--- config.mk ---
export PLATFORM = sky130hd
export DESIGN_NAME = prio_enc_arb
export DESIGN_NICKNAME = d
export VERILOG_FILES = /design/src/rtl/prio_enc_pkg.sv /design/src/rtl/prio_enc_comb.sv /design/src/rtl/prio_enc_arb.sv
export SDC_FILE = /design/constraint.sdc
export NUM_CORES = 1
export LEC_CHECK = 0
export BUFFER_PORTS_ARGS = -buffer_cell sky130_fd_sc_hd__buf_2
export CAP_MARGIN = 20
export CORE_AREA = 5 5 42 44
export DETAILED_ROUTE_END_ITERATION = 16
export DIE_AREA = 0 0 47 49
export PLACE_DENSITY = 0.54
export SLEW_MARGIN = 20
export SYNTH_ARGS = -nofsm -noshare
export SYNTH_HDL_FRONTEND = slang
export SYNTH_SLANG_ARGS = --single-unit
--- constraint.sdc ---
create_clock -name clk -period 1.14 [get_ports clk]
set_input_delay 0.114 -clock clk [delete_from_list [all_inputs] [get_ports clk]]
set_output_delay 0.114 -clock clk [all_outputs]
set_load 0.02 [all_outputs]
--- src/rtl/prio_enc_pkg.sv ---
// Shared types and helpers for the registered priority-encoder arbiter.
package prio_enc_pkg;

    typedef enum logic {
        IDLE  = 1'b0,
        GRANT = 1'b1
    } state_t;

    // Width of a binary index able to address n requesters.
    function automatic int enc_width(input int n);
        return (n < 2) ? 1 : $clog2(n);
    endfunction

endpackage

--- src/rtl/prio_enc_comb.sv ---
// Combinational N-to-W encoder: index of the highest set bit plus an any-set flag.
module prio_enc_comb #(
    parameter int N = 8,
    parameter int W = $clog2(N)
) (
    input  logic [N-1:0] req,
    output logic [W-1:0] idx,
    output logic         any
);

    // Ascending scan, so the last hit (highest index) wins.
    always_comb begin
        idx = '0;
        for (int i = 0; i < N; i++) begin
            if (req[i]) begin
                idx = W'(i);
            end
        end
    end

    assign any = |req;

endmodule

--- src/rtl/prio_enc_arb.sv ---
// Registered priority-encoder arbiter with valid/ack handshake, MSB highest by default.
// Define PRIO_ENC_ROUND_ROBIN_EN to rotate priority so the last-served requester is lowest.
module prio_enc_arb
    import prio_enc_pkg::*;
#(
    parameter  int N = 8,
    localparam int W = enc_width(N)
) (
    input  logic         clk,
    input  logic         reset,
    input  logic [N-1:0] req,
    input  logic         ack,
    output logic [W-1:0] code,
    output logic         valid,
    output logic         z
);

    state_t         state_q, state_d;
    logic [W-1:0]   code_q, code_d;
    logic           valid_q, valid_d;
    logic           z_q, z_d;

    logic [N-1:0]   enc_in;
    logic [W-1:0]   enc_idx;
    logic           enc_any;
    logic [W-1:0]   winner;

`ifdef PRIO_ENC_ROUND_ROBIN_EN
    logic [W-1:0]   ptr_q, ptr_d;
    logic [W-1:0]   search_ptr;
    logic [W:0]     unrot_sum;

    // An ack in GRANT retires code_q, so that index becomes the pointer the new search uses.
    assign search_ptr = (state_q == GRANT) ? code_q : ptr_q;

    for (genvar j = 0; j < N; j++) begin : g_rot
        logic [W:0]   rot_sum;
        logic [W-1:0] rot_idx;
        assign rot_sum    = {1'b0, search_ptr} + (W+1)'(j);
        assign rot_idx    = (rot_sum >= (W+1)'(N)) ? W'(rot_sum - (W+1)'(N)) : W'(rot_sum);
        assign enc_in[j]  = req[rot_idx];
    end

    assign unrot_sum = {1'b0, enc_idx} + {1'b0, search_ptr};
    assign winner    = (unrot_sum >= (W+1)'(N)) ? W'(unrot_sum - (W+1)'(N)) : W'(unrot_sum);

    always_comb begin
        ptr_d = ptr_q;
        if (state_q == GRANT && ack) begin
            ptr_d = code_q;
        end
    end

    always_ff @(posedge clk or posedge reset) begin
        if (reset) begin
            ptr_q <= '0;
        end else begin
            ptr_q <= ptr_d;
        end
    end
`else
    assign enc_in = req;
    assign winner = enc_idx;
`endif

    prio_enc_comb #(
        .N (N),
        .W (W)
    ) u_enc (
        .req (enc_in),
        .idx (enc_idx),
        .any (enc_any)
    );

    always_comb begin
        state_d = state_q;
        code_d  = code_q;
        valid_d = valid_q;
        z_d     = ~|req;
        case (state_q)
            IDLE: begin
                if (enc_any) begin
                    code_d  = winner;
                    valid_d = 1'b1;
                    state_d = GRANT;
                end
            end
            GRANT: begin
                // Grant is sticky; only ack releases it, re-arbitrating on the live req.
                if (ack) begin
                    if (enc_any) begin
                        code_d = winner;
                    end else begin
                        valid_d = 1'b0;
                        state_d = IDLE;
                    end
                end
            end
            default: begin
                state_d = IDLE;
                valid_d = 1'b0;
            end
        endcase
    end

    always_ff @(posedge clk or posedge reset) begin
        if (reset) begin
            state_q <= IDLE;
            code_q  <= '0;
            valid_q <= 1'b0;
            z_q     <= 1'b1;
        end else begin
            state_q <= state_d;
            code_q  <= code_d;
            valid_q <= valid_d;
            z_q     <= z_d;
        end
    end

    assign code  = code_q;
    assign valid = valid_q;
    assign z     = z_q;

endmodule
Word-level counts from Yosys, hierarchy flattened
Index checks and enable logic that the tools add are counted.

cells by class
  equality and inequality tests = 3
  multiplexer cells = 17
  bitwise operators = 1
  reductions and logical operators = 3

operators with widths
  cell                  number
  $mux W3               6
  $reduce_or A8 Y1      1
  $mux W1               6
  $ne A2 B2 Y1 const B  3
  $pmux W3 S2           1
  $mux W2               2
  $pmux W1 S2           2
  $reduce_and A3 Y1     1
  $logic_not A1 Y1      1
  $not A1 Y1            1

word-level totals
  flip-flop bits (word level) = 6
  bits of input ports = 11

Depth between registers and ports, before layout
  depth in word-level cells = 10
  depth in mapped cells = 4

Modules after synthesis
From an unflattened synthesis, not the netlist that was laid out.

unflattened totals
  cells, all modules = 32
  area total of the unflattened synthesis = 307.8 µm²

by module, submodules not included
  module         instances  cells each  area each (µm²)
  prio_enc_arb   1          20          241.5
  prio_enc_comb  1          12          66.3

Worst setup path after synthesis
Ideal clock, no wire load.

  path kind = register -> register
  start = register state_q
  end = register code_q[0], in the netlist code[0]
  setup time = 0.125 ns
  arrival time = 1.003 ns
  required time = 1.015 ns
  slack = 0.012 ns
  cell stages (with the launch flop) = 4
  path buffers = 0
  period minus slack after synthesis = 1.128 ns
  path through = dfrtp_1 > and2b_2 > nor2_2 > mux2_4

between the ends
  cells in the longest elaborated chain, start to end = 2
  elaborated cells between the ends (all ways) = 3
  classes of those cells = 1 x eq/ne; 1 x mux; 1 x bitwise

ends and longest elaborated chain
  item                    RTL line             RTL
  start, declared         prio_enc_arb.sv:18   state_t state_q, state_d;
  start signal, assigned  prio_enc_arb.sv:113  state_q <= state_d;
  $not A1 Y1              --
  $pmux W3 S2             prio_enc_arb.sv:80   case (state_q)
  end signal, assigned    prio_enc_arb.sv:114  code_q <= code_d;
  end, declared           prio_enc_arb.sv:19   logic [W-1:0] code_q, code_d;

Parallel ways exist; a longest one is shown, timed or not.
A chain may end at the register's enable or synchronous reset.

Worst setup path after layout
Ends and elaborated chain as after synthesis.

==> metrics.cfg <==
[timing]
hold_viol=0
setup_slack_ns=0.01245
slew_violations=0
setup_viol=0
post-route-period-util_pct=98.91
period_needed_ns=1.128
rsz0062_at_grt=yes
fin_hold_ws_ns=0.06715
fmax_mhz=886.9
slew_headroom_pct=82.80
worstMarginPinSlew_ns=0.2558
tns_ns=0
finClkSkew_ns=0.009723

[cts]
cts_root_buf=clkbuf_4
cts_max_path_buffers=2
cts.htree.levels=1
cts_tree=built
numCtsBuffers=3
clock_latency_ns=0.25
clk_pin_slew_worst_paths_ns=0.05
clkSinkCount=6

[global_routing]
grt_pass1_wl_um=1359
grt_pass1_vias=358
grt_max_degree=7
antenna_found_initial=0
grt_usage_pct=8.551
grt_overflow_total=0

[flow_run]
max_cap_viol_count=0

[worst_hold_path]
hold_depth=2
min_to=valid
hp-class=input port to flop
hp-start=ack

[worst_setup_path]
crit_path_end_kind=flop
cp.arrival_ns=1.25
path_class=flop to flop
cp_slowest_cell=dfrtp_1
regToRegSetupSlack_ns=0.01
start_kind=flop
worstPathRequired_ns=1.26
reg2reg_to=code[0]
worst-path-max-fanout=2
max_stage_delay_ns=0.37
rr_startpoint=state_q
crit_path_cell_trace=and2b_2, nor2_4, mux2_4
reg2reg_depth=3

[finish]
final_cells=75
final_area_um2=525.5
syn_to_final_growth_pct=71.43
finalNetCount=71
layout-drive-gt1-share_pct=62.71
n_fill_cell=158
diodes=0

[logic_synthesis]
synth.largest_area_cell=dfrtp_1
synth_top_family_by_area=simple AND/OR/NAND/NOR gates
async_flop_share_pct=100.0
ys_top_cells_by_count=5 x dfrtp_1, 3 x a21oi_1, 3 x inv_1, 3 x nor2_1
synth-seq-cells=6
synth_top_cells_by_area=dfrtp_1 41%, mux2_4 9.8%, dfstp_2 8.6%
synth_nets=39
synth_xor_area_share_pct=0
yosysMostFrequentCell=dfrtp_1
ys_seq_area_share_pct=49.39
synth_compound_area_share_pct=15.10
synth-edff-count=0
netlist_area_um2=306.5
synth_mux_area_share_pct=9.796
synth-main-ff-cell=dfrtp_1
yosysWarningCount=0
synth-simple-area-share_pct=22.04
synth_top_area_share_pct=40.82
avgSynthCellArea_um2=10.95
synth_cell_type_count=14
syn_inst=28
synth_fa_ha_area_share_pct=0

[floorplanning]
die_w_um=47
core_um2=1401
die_area_um2=2303
rows=14
io_pins=16
initial_core_util_pct=21.87
die_y_um=49

[run_status]
status=finished, final reports clean

[placement]
place_congestion=0.6591
dpl_cell_area_um2=476.7
dpl.cell_count=69
io_buffers=15
post-place-ws_ns=-0.08664

[route]
drc=0
dr.pass1.iters=1
wirelength_um=790
ant_nets=0
drt_iter0_drc=0
num_vias=305
wire_per_inst_um=10.53
viasPerCell=4.067

[power]
pwr_density_cell_nw_per_um2=1081
leakage_uw=0.0002571
ir_drop_mv=0.2494

[placed cells by master (no fill, tap or decap), drive strengths merged]
| master | Yosys | layout |
|---|---|---|
| buf | 0 | 26 |
| dfrtp | 5 | 5 |
| nor2 | 4 | 4 |
| clkbuf | 0 | 4 |
| a21oi | 3 | 3 |
| inv | 3 | 3 |
| nor4 | 2 | 2 |
| o31ai | 2 | 2 |
| mux2 | 2 | 2 |
| o21ai | 2 | 2 |
| and2 | 1 | 1 |
| a31oi | 1 | 1 |
| and2b | 1 | 1 |
| or2b | 1 | 1 |
| dlygate4sd3 | 0 | 1 |
| dfstp | 1 | 1 |
[cell type report]
cell class	instances	area, µm²	share of cell area, %
Multi-Input combinational cell	19	148.9	28.33
Sequential cell	6	151.4	28.81
Tap cell	16	20.02	3.810
Inverter	3	11.26	2.143
Clock buffer	4	26.28	5.000
Timing Repair Buffer	27	167.7	31.90
[metrics by stage]
stage | util (%) | total power [µW]
2_1_floorplan | - | 289.7
3_3_place_gp | 34.02 | 350.1
3_5_place_dp | 34.02 | 351.8
4_1_cts | 37.50 | 580.3
5_1_grt | 37.50 | 604.8
6_report | 37.50 | 568.3
[critical path, delay by kind of cell (launching register included)]
family        cells  cell delay (ns)
flops             1             0.37
mux               1             0.30
simple gates      2             0.33
[logic make-up after synthesis]
| kind of cell | Yosys count |
|---|---|
| multiplexers | 2 |
| AO/OA/AOI/OAI | 8 |
| buffers and inverters | 3 |
| flip-flops | 6 |
| AND/OR/NAND/NOR | 9 |
[worst max path at each step]
| stage | to | startpoint |
|---|---|---|
| 3_3_place_gp | code[1] | req[2] |
| 4_1_cts | code[0] | state_q |
| 2_1_floorplan | code[0] | state_q |
| 5_1_grt | code[0] | state_q |
| 3_5_place_dp | code[0] | req[2] |
| 6_report | code[0] | state_q |
[power by group]
part           leakage (µW)  internal (µW)  switching, µW
sequential        0.0000598            227           7.23
combinational      0.000182           61.6           58.2
clock             0.0000150            133           81.3
[timing repair]
action                                 4_1_cts  5_1_grt
cloned                                       0        0
hold buffers                                 1        0
resized for setup                            1        1
endpoints found under the hold margin        5        0
buffers inserted                             1        0
setup endpoints to repair                    2        3
[per-layer routing]
layer | vias up | track usage [%] | share of wire [%]
li1 | 160 | - | -
met1 | 129 | 9.556 | 38
met2 | 14 | 12.67 | 51
met3 | 2 | 0.3690 | 8.0
met4 | 0 | 9.677 | 2.5
met5 | - | 0 | 0
[state kept, by name, indices dropped and copies added, names as in the netlist]
name,count
code,3
state_q,1
z,1
valid,1
No activity file was read; power rests on OpenSTA's default activity.
